`config.mk`:
```
export PLATFORM = sky130hd
export DESIGN_NAME = seq_alu
export DESIGN_NICKNAME = d
export VERILOG_FILES = /design/src/rtl/alu_pkg.sv /design/src/rtl/alu_addsub.sv /design/src/rtl/seq_alu.sv
export SDC_FILE = /design/constraint.sdc
export NUM_CORES = 1
export LEC_CHECK = 0
export CAP_MARGIN = 10
export CORE_ASPECT_RATIO = 0.6
export CORE_MARGIN = 2
export CORE_UTILIZATION = 40
export CTS_CLUSTER_DIAMETER = 50
export CTS_CLUSTER_SIZE = 40
export DETAILED_ROUTE_END_ITERATION = 8
export PLACE_DENSITY_LB_ADDON = 0.12
export SLEW_MARGIN = 10
export SYNTH_ARGS = -nofsm -noshare
export SYNTH_HDL_FRONTEND = slang
export SYNTH_SLANG_ARGS = --single-unit
```
`constraint.sdc`:
```
create_clock -name clk -period 2.9 [get_ports clk]
set_input_delay 0.435 -clock clk [delete_from_list [all_inputs] [get_ports clk]]
set_output_delay 0.435 -clock clk [all_outputs]
set_load 0.05 [all_outputs]
```
`src/rtl/alu_pkg.sv`:
```
// Shared definitions for the sequential ALU: operation codes, FSM encoding, flag bundle.
package alu_pkg;

    localparam int unsigned CTRL_W = 4;

    localparam logic [CTRL_W-1:0] ALU_AND = 4'b0000;
    localparam logic [CTRL_W-1:0] ALU_OR  = 4'b0001;
    localparam logic [CTRL_W-1:0] ALU_ADD = 4'b0010;
    localparam logic [CTRL_W-1:0] ALU_XOR = 4'b0011;
    localparam logic [CTRL_W-1:0] ALU_SUB = 4'b0110;
    localparam logic [CTRL_W-1:0] ALU_SLT = 4'b0111;
    localparam logic [CTRL_W-1:0] ALU_SLL = 4'b1000;
    localparam logic [CTRL_W-1:0] ALU_SRL = 4'b1001;
    localparam logic [CTRL_W-1:0] ALU_SRA = 4'b1010;

    typedef enum logic [1:0] {
        IDLE  = 2'd0,
        SHIFT = 2'd1,
        DONE  = 2'd2
    } alu_state_t;

    typedef struct packed {
        logic zero;
        logic negative;
        logic carry;
        logic overflow;
    } alu_flags_t;

endpackage

```
`src/rtl/alu_addsub.sv`:
```
// Shared adder/subtractor: sub=1 computes a + ~b + 1, carry=1 means no borrow.
module alu_addsub #(
    parameter int unsigned WIDTH = 64
) (
    input  logic [WIDTH-1:0] a,
    input  logic [WIDTH-1:0] b,
    input  logic             sub,
    output logic [WIDTH-1:0] sum,
    output logic             carry,
    output logic             overflow
);

    logic [WIDTH-1:0] b_eff;
    logic [WIDTH:0]   full;

    // Invert b for subtraction; the +1 enters as the carry-in.
    assign b_eff = sub ? ~b : b;
    assign full  = {1'b0, a} + {1'b0, b_eff} + (WIDTH+1)'(sub);

    assign sum      = full[WIDTH-1:0];
    assign carry    = full[WIDTH];
    // Signed overflow: operands agree in sign but the sum does not.
    assign overflow = (a[WIDTH-1] == b_eff[WIDTH-1]) && (sum[WIDTH-1] != a[WIDTH-1]);

endmodule

```
`src/rtl/seq_alu.sv`:
```
// Registered handshake ALU with flag outputs.
// Optional macro SEQ_ALU_BARREL_SHIFT_EN: single-cycle barrel shifts instead of
// the iterative one-bit-per-cycle shifter.
module seq_alu
    import alu_pkg::*;
#(
    parameter int unsigned WIDTH = 64
) (
    input  logic              clk,
    input  logic              rst_n,
    input  logic              in_valid,
    output logic              in_ready,
    input  logic [WIDTH-1:0]  a,
    input  logic [WIDTH-1:0]  b,
    input  logic [CTRL_W-1:0] control,
    output logic              out_valid,
    input  logic              out_ready,
    output logic [WIDTH-1:0]  result,
    output logic              zero,
    output logic              negative,
    output logic              carry,
    output logic              overflow
);

    localparam int unsigned SHAMT_W = $clog2(WIDTH);

    alu_state_t         state_q, state_d;
    logic               ready_en_q;
    logic               accept;
    logic [WIDTH-1:0]   result_d;
    alu_flags_t         flags_d;
    logic               out_valid_d;

    logic               as_sub;
    logic [WIDTH-1:0]   as_sum;
    logic               as_carry;
    logic               as_ovf;

    logic [SHAMT_W-1:0] shamt;
    logic [WIDTH-1:0]   op_res_c;
    logic               op_carry_c;
    logic               op_ovf_c;

`ifndef SEQ_ALU_BARREL_SHIFT_EN
    logic               op_iter_c;
    logic [WIDTH-1:0]   work_q, work_d;
    logic [SHAMT_W-1:0] cnt_q, cnt_d;
    logic [CTRL_W-1:0]  sop_q, sop_d;
    logic [WIDTH-1:0]   step_c;

    // One-bit shift of the working register for the latched shift kind.
    function automatic logic [WIDTH-1:0] shift_step(input logic [WIDTH-1:0] v,
                                                    input logic [CTRL_W-1:0] op);
        logic [WIDTH-1:0] r;
        case (op)
            ALU_SLL: r = {v[WIDTH-2:0], 1'b0};
            ALU_SRL: r = {1'b0, v[WIDTH-1:1]};
            default: r = {v[WIDTH-1], v[WIDTH-1:1]};
        endcase
        return r;
    endfunction
`endif

    assign as_sub = (control == ALU_SUB) || (control == ALU_SLT);
    assign shamt  = b[SHAMT_W-1:0];

    alu_addsub #(.WIDTH(WIDTH)) u_addsub (
        .a        (a),
        .b        (b),
        .sub      (as_sub),
        .sum      (as_sum),
        .carry    (as_carry),
        .overflow (as_ovf)
    );

    // in_ready stays low until the first clock after reset release.
    assign in_ready = ready_en_q && ((state_q == IDLE) || ((state_q == DONE) && out_ready));
    assign accept   = in_valid && in_ready;

    // Single-cycle evaluation of the incoming operation.
    always_comb begin
        op_res_c   = '0;
        op_carry_c = 1'b0;
        op_ovf_c   = 1'b0;
`ifndef SEQ_ALU_BARREL_SHIFT_EN
        op_iter_c  = 1'b0;
`endif
        case (control)
            ALU_ADD, ALU_SUB: begin
                op_res_c   = as_sum;
                op_carry_c = as_carry;
                op_ovf_c   = as_ovf;
            end
            ALU_AND: op_res_c = a & b;
            ALU_OR:  op_res_c = a | b;
            ALU_XOR: op_res_c = a ^ b;
            ALU_SLT: op_res_c = WIDTH'(as_sum[WIDTH-1] ^ as_ovf);
`ifdef SEQ_ALU_BARREL_SHIFT_EN
            ALU_SLL: op_res_c = a << shamt;
            ALU_SRL: op_res_c = a >> shamt;
            ALU_SRA: op_res_c = WIDTH'($signed(a) >>> shamt);
`else
            ALU_SLL, ALU_SRL, ALU_SRA: begin
                op_res_c  = a;
                op_iter_c = (shamt != '0);
            end
`endif
            default: op_res_c = '0;
        endcase
    end

`ifndef SEQ_ALU_BARREL_SHIFT_EN
    assign step_c = shift_step(work_q, sop_q);
`endif

    // Next-state, result and flag selection.
    always_comb begin
        state_d     = state_q;
        result_d    = result;
        flags_d     = '{zero: zero, negative: negative, carry: carry, overflow: overflow};
        out_valid_d = out_valid;
`ifndef SEQ_ALU_BARREL_SHIFT_EN
        work_d      = work_q;
        cnt_d       = cnt_q;
        sop_d       = sop_q;
`endif
        case (state_q)
            IDLE: ;
`ifndef SEQ_ALU_BARREL_SHIFT_EN
            SHIFT: begin
                work_d = step_c;
                cnt_d  = cnt_q - SHAMT_W'(1);
                if (cnt_q == SHAMT_W'(1)) begin
                    state_d     = DONE;
                    result_d    = step_c;
                    flags_d     = '{zero: (step_c == '0), negative: step_c[WIDTH-1],
                                    carry: 1'b0, overflow: 1'b0};
                    out_valid_d = 1'b1;
                end
            end
`endif
            DONE: begin
                if (out_ready) begin
                    state_d     = IDLE;
                    out_valid_d = 1'b0;
                end
            end
            default: state_d = IDLE;
        endcase

        if (accept) begin
`ifndef SEQ_ALU_BARREL_SHIFT_EN
            if (op_iter_c) begin
                state_d     = SHIFT;
                work_d      = a;
                cnt_d       = shamt;
                sop_d       = control;
                out_valid_d = 1'b0;
            end else
`endif
            begin
                state_d     = DONE;
                result_d    = op_res_c;
                flags_d     = '{zero: (op_res_c == '0), negative: op_res_c[WIDTH-1],
                                carry: op_carry_c, overflow: op_ovf_c};
                out_valid_d = 1'b1;
            end
        end
    end

    // State, output and working registers.
    always_ff @(posedge clk or negedge rst_n) begin
        if (!rst_n) begin
            state_q    <= IDLE;
            ready_en_q <= 1'b0;
            result     <= '0;
            zero       <= 1'b0;
            negative   <= 1'b0;
            carry      <= 1'b0;
            overflow   <= 1'b0;
            out_valid  <= 1'b0;
`ifndef SEQ_ALU_BARREL_SHIFT_EN
            work_q     <= '0;
            cnt_q      <= '0;
            sop_q      <= '0;
`endif
        end else begin
            state_q    <= state_d;
            ready_en_q <= 1'b1;
            result     <= result_d;
            zero       <= flags_d.zero;
            negative   <= flags_d.negative;
            carry      <= flags_d.carry;
            overflow   <= flags_d.overflow;
            out_valid  <= out_valid_d;
`ifndef SEQ_ALU_BARREL_SHIFT_EN
            work_q     <= work_d;
            cnt_q      <= cnt_d;
            sop_q      <= sop_d;
`endif
        end
    end

endmodule

```
* After elaboration in Yosys (flattened, before gate mapping)
Index checks and enable logic that the tools add are counted.
Operators by class: add/sub/neg operators 3, eq/ne operators 18, muxes and demuxes 30, bitwise operators 5, reductions and logical operators 17
Operators with widths (count):
- $mux W64 | 8
- $pmux W64 S6 | 1
- $logic_not A64 Y1 | 2
- $pmux W64 S2 | 1
- $add A64 B64 Y65 | 1
- $add A65 B1 Y65 | 1
- $and A64 B64 Y64 | 1
- $not A64 Y64 | 1
- $or A64 B64 Y64 | 1
- $xor A64 B64 Y64 | 1
- $eq A4 B4 Y1 const B | 5
- $mux W6 | 3
- $mux W4 | 4
- $eq A4 B2 Y1 const B | 2
- $eq A4 B3 Y1 const B | 2
- $mux W2 | 4
- $mux W1 | 7
- $eq A6 B1 Y1 const B | 1
- $ne A3 B3 Y1 const B | 2
- $pmux W2 S3 | 1
- $reduce_and A3 Y1 | 2
- $reduce_bool A6 Y1 | 1
- $sub A6 B1 Y6 const B | 1
- $eq A4 B1 Y1 const B | 1
- 15 further kinds | 19
Storage, ports and cells: register bits 146, input bits 136, word-level logic and storage cells 84

* Logic depth before layout (Yosys ltp)
Gate-level depths: netlist of run 1.
depth after elaboration 12, depth in mapped cells 21

* By module
From an unflattened synthesis of run 1, not the netlist that was laid out.
Second synthesis, totals: cell total of the unflattened synthesis 2142, area total of the unflattened synthesis 16610.9 µm²
Modules (own cells, without submodules):
- seq_alu | times used 1, cells each 1513, area an instance 12245.5 µm²
- alu_addsub | times used 1, cells each 629, area an instance 4365.4 µm²

* Worst setup path after synthesis of run 1
Ideal clock, no wire load.
path type in2reg, start point in control[3], end point reg zero, arrival time 5.432 ns, setup slack -2.636 ns, cell stages on the path 20, cells stage by stage clkbuf_1 -> buf_1 -> clkbuf_1 -> nand3b_1 -> clkbuf_1 -> buf_1 -> xnor2_1 -> ha_1 -> nand2_2 -> or4_1 -> a211o_1 -> a2111oi_4 -> o21a_2 -> a41oi_2 -> xnor2_2 -> a21oi_1 -> a2111o_1 -> nor4_1 -> nand4_1 -> o41ai_2
RTL lines:
- from (decl) | RTL line seq_alu.sv:15 | input logic [CTRL_W-1:0] control,
- to (signal assigned) | RTL line seq_alu.sv:191 | zero <= flags_d.zero;
- to (decl) | RTL line seq_alu.sv:19 | output logic zero,

==> results of run 1 <==
-- critical path: stages --
cell	delay, ns
buf_6	0.09
nand3b_1	0.18
buf_6	0.16
buf_12	0.16
xnor2_4	0.16
ha_4	0.28
nand2_2	0.05
or4_4	0.53
a211o_1	0.31
a2111oi_4	0.43
buf_4	0.20
nor2_4	0.03
buf_4	0.13
o21ai_4	0.22
a21oi_4	0.12
buf_6	0.16
o41ai_4	0.36
xor2_1	0.16
a21oi_2	0.20
o2111ai_1	0.15
o41ai_2	0.22
-- through the flow --
stage | setup WS [ns] | util, % | instances | hold WS, ns | total power (W)
3_5_place_dp | -2.51 | 60.2 | 3361 | 0.458 | 0.0121
3_3_place_gp | -2.55 | 60.2 | 3361 | 0.443 | 0.0120
6_report | -1.51 | 69.1 | 3483 | -0.00856 | 0.0159
2_1_floorplan | -1.63 | - | 2126 | 0.139 | 0.00777
4_1_cts | -1.44 | 65.8 | 3455 | 0.0325 | 0.0151
5_1_grt | -1.61 | 69.1 | 3483 | 0.0471 | 0.0165
-- cells by family after synthesis --
kind of cell	count (synthesis)
AO/OA/AOI/OAI	709
AND/OR/NAND/NOR	600
buffers and inverters	285
adder cells (fa/ha/maj)	195
flip-flops	146
XOR/XNOR	120
multiplexers	70
other	1
-- sequential cells by signal (all words and copies together) (netlist names) --
name and flops:
sop_q 4, out_valid 1, ready_en_q 1, carry 1, work_q 64, overflow 1, zero 1, negative 1
cnt_q 6, state_q 2, result 64
-- placed cells by master, fill, tap and decap left out, types with 52 or more instances in the layout --
master / n
dfrtp_1: 146
buf_4: 654
nor2_1: 163
a21oi_1: 156
xnor2_1: 59
mux2i_1: 66
o211ai_1: 58
nand2_1: 212
ha_1: 177
o21ai_0: 154
buf_6: 52
clkdlybuf4s50_1: 193
inv_1: 154
-- final timing paths --
check | slack (ns) | to | depth (start not counted)
min in group clk | 0.49 | sop_q[3] | 1
hold reg to reg | 0.49 | sop_q[3] | 1
setup reg to reg | -0.22 | zero | 11
hold / removal | -0.009 | result[5] | 1
max in group asynchronous | 2.18 | work_q[33] | 2
setup / recovery | -1.51 | zero | 21
-- routing by layer --
metal | vias up | GRT usage [%] | share of wire (%)
met2 | 1244 | 50.3 | 38
li1 | 9243 | - | -
met3 | 112 | 13.3 | 14
met5 | - | 0 | 0
met1 | 10200 | 62.1 | 47
met4 | 0 | 6.61 | 1.6
-- layout make-up --
cell class | count | area share [%]
Multi-Input combinational cell | 1695 | 50.0
Timing Repair Buffer | 934 | 29.6
Sequential cell | 146 | 13.5
Tap cell | 522 | 2.41
Inverter | 154 | 2.13
Clock buffer | 18 | 1.62
Clock inverter | 13 | 0.725
Antenna cell | 1 | 0.00923
-- power groups by stage --
| stage | Combinational, W | Clock, W | Sequential [W] |
|---|---|---|---|
| 6_report | 0.00992 | 0.00243 | 0.00352 |
| 5_1_grt | 0.0104 | 0.00252 | 0.00357 |
| 4_1_cts | 0.00919 | 0.00242 | 0.00349 |
| 3_5_place_dp | 0.00861 | 0 | 0.00352 |
| 3_3_place_gp | 0.00851 | 0 | 0.00349 |
| 2_1_floorplan | 0.00346 | 0 | 0.00431 |
-- repair_timing --
item,4_1_cts,5_1_grt
resized for setup,235,207
gates cloned,4,0
setup buffers,68,35
endpoints found under the setup margin,67,63
pin swaps,106,124
==> impl_metrics.yaml, run 1 <==
pwr:
  p_leak_nw: 12.3
  switching_share_pct: 45.4
  ir_drop_v: 0.000447
  pwr-share-clk_pct: 15.3
  p_per_area_mw_per_mm2: 585
  p_seq_share_pct: 22.2
  internal-power_w: 0.00866
  switching_power_w: 0.00721
  combPwrFrac_pct: 62.5
global_routing:
  grt_antenna_before_repair: 1
  grt_first_pass_wirelength_mm: 124
  grt_overflow_total: 0
  grtUsageTotal_pct: 39.3
  grt_pass1_vias: 19200
  grt_max_degree: 85
sta:
  skew_ns: 0.0111
  relSlewSlack_pct: 36.7
  min_period_over_period_pct: 152
  final-setup-viol-count: 60
  slew_violations: 0
  hold_violations: 5
  setup_ws_ns: -1.51
  worstMarginPinSlew_ns: 0.950
  whs_ns: -0.00856
  rsz0062_at_grt: "yes"
  period_needed_ns: 4.41
  fmax_mhz: 227
  setup_tns_ns: -35.88
logic_synthesis:
  synth_area_leader_cell: "dfrtp_1"
  synth_seq_cells: 146
  synthesis.area_sq_mm: 0.0160
  synth_top_area_share_pct: 22.8
  synthArstFlopShare_pct: 100
  synth_warnings: 0
  syn_avg_cell_area_sq_um: 7.53
  synthAdderAreaFrac_pct: 15.3
  synth_top_family_by_area: "compound AO/OA/AOI/OAI gates"
  synth-seq-area-share_pct: 22.8
  synthSimpleGateAreaFrac_pct: 17.0
  synth.area.top_cells: "dfrtp_1 23%, ha_1 15%, o21ai_0 6.9%"
  synth.distinct_cells: 77
  synth.area.mux_share_pct: 4.40
  synth-xor-area-share_pct: 6.61
  synth_compound_area_share_pct: 27.2
  synth_edf_count: 0
  postSynthCellCount: 2126
  yosysMostFrequentCell: "nand2_1"
  synthFlopType: "dfrtp_1"
  synth_nets: 2457
  synth_common_cells: "235 x nand2_1, 220 x o21ai_0, 218 x a21oi_1"
critical_path:
  start_kind: "primary input"
  critPathKind: "primary input to flip-flop"
  crit_start: "control[3]"
  critPathMaxFanout: 7
  crit_arrival_ns: 4.75
  cp.required_ns: 3.24
  critPathCaptureType: "flip-flop"
  regToRegStartpoint: "sop_q[1]"
layout:
  multi_input_area_sq_mm: 0.0135
  seqCellArea_sq_mm: 0.00365
  fill_cells: 3169
  final_area_sq_mm: 0.0271
  syn_to_final_growth_pct: 69.2
  finalNetCount: 3279
  layout-drive-gt1-share_pct: 36.0
place:
  gp_congestion: 1.05
  port_buffers: 205
  placed_area_sq_mm: 0.0236
  dp_hpwl_mm: 68.0
routing:
  finalWirelength_mm: 86.8
  first_iter_violations: 3279
  route.detailed.drc: 0
  drt_first_pass_iters: 8
  antenna_left: 0
  wl_per_cell_microns: 24.9
  viasPerCell: 5.96
  vias: 20800
clocking:
  cts_buffer_depth: 2
  cts_sinks: 146
  root_buffer: "clkbuf_16"
  cts_hold_buffers: 0
  cts_buffers: 17
  clkSlewWorstSetupHoldPaths_ns: 0.07
  clkLatencyLatePin_ns: 0.44
  cts_tree: "done"
  htree_levels: 4
floorplan:
  die_y_microns: 159
  boundaryPins: 206
  rows: 56
  dieWidth_microns: 262
  die_area_sq_mm: 0.0417
  core-area_sq_mm: 0.0392
  start_util_pct: 40.8
job:
  drv_cap: 0
outcome:
  status: "finished with violations"
  violations: "negative hold slack, negative setup slack"
hold_path:
  hold_path_class: "primary input to asynchronous set/reset pin"
Power figures use the tool's default switching activity.
==> run 2: changes to the inputs <==
--- a/config.mk
+++ b/config.mk
@@ -9,6 +9,7 @@
 export CORE_ASPECT_RATIO = 0.6
 export CORE_MARGIN = 2
 export CORE_UTILIZATION = 40
+export CTS_BUF_LIST = sky130_fd_sc_hd__clkbuf_4 sky130_fd_sc_hd__clkbuf_8 sky130_fd_sc_hd__clkbuf_16
 export CTS_CLUSTER_DIAMETER = 50
 export CTS_CLUSTER_SIZE = 40
 export DETAILED_ROUTE_END_ITERATION = 8
@@ -17,3 +18,4 @@
 export SYNTH_ARGS = -nofsm -noshare
 export SYNTH_HDL_FRONTEND = slang
 export SYNTH_SLANG_ARGS = --single-unit
+export TNS_END_PERCENT = 50
==> run 2 against run 1 <==
Effect of this change:
- sequential share of layout area grew 0.30 points
- highest routed layer is now met5
- design area shrank 2.2%
- the run ends with negative setup slack left
- clock skew up 0.0054 ns
- via count is 2.8% lower
==> impl_metrics.yaml, run 2 (same netlist as run 1, synthesis figures left out) <==
layout:
  multi_input_area_sq_mm: 0.0133
  final_cell_mix: "608 x buf_4, 214 x nand2_1, 196 x clkdlybuf4s50_1"
  seqCellArea_sq_mm: 0.00365
  finalNonFillerCells: 3447
  fill_cells: 3257
  largestRegisters: "result x64, work_q x64, cnt_q x6"
  syn_to_final_growth_pct: 65.6
  finalNetCount: 3242
  layout-drive-gt1-share_pct: 34.6
  final_common_cell: "buf_4"
floorplan:
  dieWidth_microns: 262
  core-area_sq_mm: 0.0392
  boundaryPins: 206
  die_area_sq_mm: 0.0417
  die_y_microns: 159
  start_util_pct: 40.8
  rows: 56
pwr:
  finalPower_w: 0.0152
  p_leak_nw: 12.0
  ir_drop_v: 0.000509
  p_per_area_mw_per_mm2: 572
clocking:
  clkSlewWorstSetupHoldPaths_ns: 0.07
  cts_buffer_depth: 2
  htree_levels: 4
  root_buffer: "clkbuf_16"
  clkLatencyLatePin_ns: 0.44
  cts_buffers: 17
  cts_tree: "done"
  cts_sinks: 146
critical_path:
  crit_arrival_ns: 4.59
  critPathMaxFanout: 9
  cp.required_ns: 3.23
  rrSetupSlack_ns: -0.15
  critPathKind: "primary input to flip-flop"
  rr_endpoint: "zero"
  critPathCaptureType: "flip-flop"
  r2r.worst_path.cells: 11
  start_kind: "primary input"
  regToRegStartpoint: "sop_q[1]"
routing:
  finalWirelength_mm: 84.6
  drt_first_pass_iters: 7
  wl_per_cell_microns: 24.6
  viasPerCell: 5.86
  antenna_left: 0
  vias: 20200
  route.detailed.drc: 0
  first_iter_violations: 2640
sta:
  min_period_over_period_pct: 147
  period_needed_ns: 4.26
  hold_violations: 0
  rsz0062_at_grt: "yes"
  final-setup-viol-count: 55
  relSlewSlack_pct: 38.0
  slew_violations: 0
  skew_ns: 0.0165
  setup_tns_ns: -33.95
  setup_ws_ns: -1.36
  fmax_mhz: 235
  worstMarginPinSlew_ns: 0.929
global_routing:
  grt_pass1_vias: 18900
  grt_overflow_total: 0
  grt_antenna_before_repair: 3
  grt_max_degree: 85
  grtUsageTotal_pct: 38.8
  grt_first_pass_wirelength_mm: 122
place:
  placed_cells: 3343
  gp_congestion: 1.04
  dp_hpwl_mm: 67.4
  port_buffers: 205
hold_path:
  hold_path_class: "primary input to asynchronous set/reset pin"
outcome:
  violations: "negative setup slack"
  status: "finished with violations"
job:
  drv_cap: 0
==> run 2: cell types whose count changed in the layout (fill, tap and decap cells not counted), sizes merged <==
cell           previous run  this run
buf                     733       694
bufinv                    4         0
clkdlybuf4s50           193       196
inv                     160       163
clkinv                    2         4
dlymetal6s2s              3         1
clkdlybuf4s15             0         1
dlygate4sd2               4         3
dlygate4sd3               0         1
==> run 2: worst max-delay path: stages <==
cell and delay, ns:
buf_6 0.09, nand3b_1 0.20, buf_6 0.16, buf_6 0.15
buf_16 0.16, buf_4 0.14, xnor2_1 0.12, ha_1 0.38
buf_6 0.15, nand2_1 0.07, buf_4 0.13, nor2_1 0.05
a21oi_2 0.29, a2111oi_4 0.05, buf_4 0.17, buf_6 0.11
o21a_4 0.20, nor3_1 0.20, o31ai_2 0.11, a31oi_1 0.21
buf_4 0.15, and4_1 0.21, and4b_1 0.23, nand4_1 0.11
o41ai_2 0.28
==> run 2: power by group <==
group	total (W)	internal, W	switching [W]	leakage (nW)
registers	0.00351	0.00281	0.000703	1.87
clock network	0.00216	0.00116	0.00100	0.280
logic	0.00949	0.00408	0.00541	9.88
total	0.0152	0.00805	0.00711	12.0
==> run 2: layout make-up <==
class / count / share of cell area [%]
Clock buffer: 18 / 1.66
Clock inverter: 14 / 0.505
Sequential cell: 146 / 13.8
Antenna cell: 1 / 0.00943
Tap cell: 522 / 2.46
Multi-Input combinational cell: 1695 / 50.2
Inverter: 154 / 2.18
Timing Repair Buffer: 897 / 29.2
==> run 2: worst max-delay path by stage <==
stage | start | end | slack (ns)
after CTS | control[3] | zero | -1.26
after floorplan | control[3] | zero | -1.65
after global routing | b[0] | zero | -1.48
final | control[3] | zero | -1.36
after global placement | control[3] | zero | -2.73
after detailed placement | control[3] | zero | -2.72
==> run 2: what timing repair did <==
item                       4_1_cts  5_1_grt
hold buffers                     1        0
setup endpoints to repair       68       64
hold endpoints to repair        22        0
gates resized for setup        299      169
pin swaps                      115       95
setup buffers                   55       31
gates cloned                     1        1
==> run 2: layer usage <==
metal / global-route usage (%) / part of all wire, % / vias up
li1: - / - / 9205
met1: 57.6 / 46 / 9743
met2: 48.8 / 37 / 1123
met3: 19.1 / 15 / 112
met4: 7.28 / 1.8 / 6
met5: 4.05 / 0.30 / -
==> run 2: through the flow <==
stage | hold WS, ns | cell area [sq um] | setup slack, ns | util [%]
2_1_floorplan | 0.139 | 16300 | -1.65 | -
3_3_place_gp | 0.310 | 23300 | -2.73 | 59.4
3_5_place_dp | 0.308 | 23300 | -2.72 | 59.4
4_1_cts | 0.416 | 25600 | -1.26 | 65.2
5_1_grt | 0.441 | 26500 | -1.48 | 67.6
6_report | 0.429 | 26500 | -1.36 | 67.6
==> run 3: changes to the inputs <==
--- a/config.mk
+++ b/config.mk
@@ -6,7 +6,6 @@
 export NUM_CORES = 1
 export LEC_CHECK = 0
 export CAP_MARGIN = 10
-export CORE_ASPECT_RATIO = 0.6
 export CORE_MARGIN = 2
 export CORE_UTILIZATION = 40
 export CTS_BUF_LIST = sky130_fd_sc_hd__clkbuf_4 sky130_fd_sc_hd__clkbuf_8 sky130_fd_sc_hd__clkbuf_16
==> run 3 against run 2 <==
Effect of this change:
- the run still ends with negative setup slack left
- cell count fell by 0.26%
- combinational power rose by 2%
- wire length fell by 7.0%
- register-to-register slack improved by 0.02 ns
- flip-flop and latch count did not move
- largest cell class unchanged
- largest power group unchanged
- highest routed layer is now met4
==> impl_metrics.yaml, run 3 (same netlist as run 1, synthesis figures left out) <==
routing:
  vias: 19900
  finalWirelength_mm: 78.7
  route.detailed.drc: 0
  first_iter_violations: 2089
  viasPerCell: 5.80
  wl_per_cell_microns: 22.9
  drt_first_pass_iters: 6
  antenna_left: 0
place:
  port_buffers: 205
  place_ws_ns: -2.51
  dp_hpwl_mm: 62.5
  gp_congestion: 0.993
critical_path:
  critPathMaxFanout: 8
  cp.required_ns: 3.24
  rr_endpoint: "zero"
  rrSetupSlack_ns: -0.13
  cpPeakStageDelay_ns: 0.53
  critPathKind: "primary input to flip-flop"
  worstPathCellList: "buf_6, nand3b_1, buf_6, buf_12, xnor2_4, ha_4, nand2_4, or4_4, a211o_1, a2111oi_4, buf_4, nor2_4, buf_6, o21ai_4, a21oi_4, o41ai_4, xor2_1, a21oi_2, o2111ai_2, o41ai_2"
  critical_path.top_delay_family: "compound AO/OA/AOI/OAI gates"
  crit_start: "control[3]"
  crit_arrival_ns: 4.53
  cp-endpoint: "zero"
  critPathBufInv: 5
  critPathCaptureType: "flip-flop"
  path_depth: 20
  r2r.worst_path.cells: 12
  crit_top_cell: "buf_6"
  start_kind: "primary input"
  regToRegStartpoint: "sop_q[1]"
  cpMaxStageDelayCell: "or4_4"
global_routing:
  grt_pass1_vias: 18600
  grt_max_degree: 106
  grt_first_pass_wirelength_mm: 113
  grt_overflow_total: 0
  grt_antenna_before_repair: 1
  grtUsageTotal_pct: 35.9
layout:
  fill_cells: 3337
  layout-drive-gt1-share_pct: 35.1
  multi_input_area_sq_mm: 0.0135
  finalNetCount: 3230
  final_cell_mix: "596 x buf_4, 211 x nand2_1, 196 x clkdlybuf4s50_1"
  syn_to_final_growth_pct: 66.5
  fin_util_pct: 67.3
  seqCellArea_sq_mm: 0.00365
  largestRegisters: "result x64, work_q x64, cnt_q x6"
  final_common_cell: "buf_4"
sta:
  setup_ws_ns: -1.29
  whs_ns: 0.478
  slew_violations: 0
  rsz0062_at_grt: "yes"
  fmax_mhz: 239
  min_period_over_period_pct: 144
  period_needed_ns: 4.19
  skew_ns: 0.0102
  worstMarginPinSlew_ns: 0.879
  hold_violations: 0
  final-setup-viol-count: 52
  setup_tns_ns: -31.19
  relSlewSlack_pct: 41.4
hold_path:
  hold_path_class: "flip-flop to flip-flop"
pwr:
  p_leak_nw: 12.0
  p_per_area_mw_per_mm2: 569
  ir_drop_v: 0.000314
clocking:
  clkLatencyLatePin_ns: 0.44
  cts_buffers: 17
  cts_sinks: 146
  htree_levels: 4
  cts_buffer_depth: 2
  clkSlewWorstSetupHoldPaths_ns: 0.07
  root_buffer: "clkbuf_16"
  cts_tree: "done"
floorplan:
  core-area_sq_mm: 0.0396
  rows: 73
  die_area_sq_mm: 0.0417
  die_y_microns: 204
  boundaryPins: 206
  dieWidth_microns: 204
  start_util_pct: 40.4
job:
  drv_cap: 0
outcome:
  status: "finished with violations"
  violations: "negative setup slack"
run 3: cell types whose count changed in the layout (fill, tap and decap cells not counted), moves of 7 or more:
cell / previous run / this run
ha_1: 185 / 177
o21ai_2: 34 / 42
xnor2_1: 67 / 58
o21ai_0: 150 / 142
xnor2_2: 14 / 21
buf_4: 608 / 596
run 3: where the power goes:
group	leakage, nW	switching, W	internal, W
sequential	1.87	0.000663	0.00281
combinational	9.89	0.00533	0.00434
clock	0.253	0.000931	0.00111
run 3: per-stage QoR:
step | area [sq um] | cells | power, W
4_1_cts | 24900 | 3401 | 0.0144
3_3_place_gp | 23400 | 3351 | 0.0119
6_report | 26700 | 3438 | 0.0152
5_1_grt | 26700 | 3438 | 0.0159
3_5_place_dp | 23400 | 3351 | 0.0120
2_1_floorplan | 16300 | 2126 | 0.00772
run 3: per-layer routing:
layer | vias to the layer above | share of wire (%) | GRT usage [%]
li1 | 9181 | - | -
met1 | 9708 | 47 | 55.3
met2 | 932 | 43 | 52.1
met3 | 111 | 7.8 | 5.04
met4 | 0 | 2.3 | 8.54
met5 | - | 0 | 0
run 3: how the worst min path moves through the flow:
| stage | end | startpoint | cells past startpoint | slack (ns) |
|---|---|---|---|---|
| floorplan | carry | rst_n | 0 | 0.14 |
| global placement | result[5] | rst_n | 1 | 0.44 |
| detailed placement | result[5] | rst_n | 1 | 0.45 |
| CTS | sop_q[3] | sop_q[3] | 1 | 0.48 |
| global route | sop_q[3] | sop_q[3] | 1 | 0.51 |
| finish | sop_q[3] | sop_q[3] | 1 | 0.48 |
run 3: final cells by class:
| cell class | count | share of cell area (%) |
|---|---|---|
| sequential | 146 | 13.7 |
| multi-input combinational | 1695 | 50.7 |
| tap | 525 | 2.46 |
| clock buffer | 18 | 1.62 |
| inverter | 154 | 2.17 |
| timing repair buffer | 885 | 29.0 |
| antenna | 1 | 0.00938 |
| clock inverter | 14 | 0.408 |
run 3: worst reg2reg max path: stages (launching register included):
cell	delay, ns
dfrtp_1	0.44
nor3b_1	0.36
nor2b_4	0.28
buf_12	0.16
buf_12	0.16
mux2i_1	0.31
nand4_1	0.13
nor4_1	0.48
buf_4	0.19
nand4_1	0.16
nand2_1	0.13
nand2_1	0.09
o41ai_2	0.06
run 3: repair_timing:
action                                 4_1_cts  5_1_grt
buffers inserted                            19       48
gates resized for setup                    179      314
endpoints found under the hold margin        8        0
setup endpoints to repair                  141      129
gates cloned                                 1        4
pin swaps                                   89      104
hold buffers                                 1        0
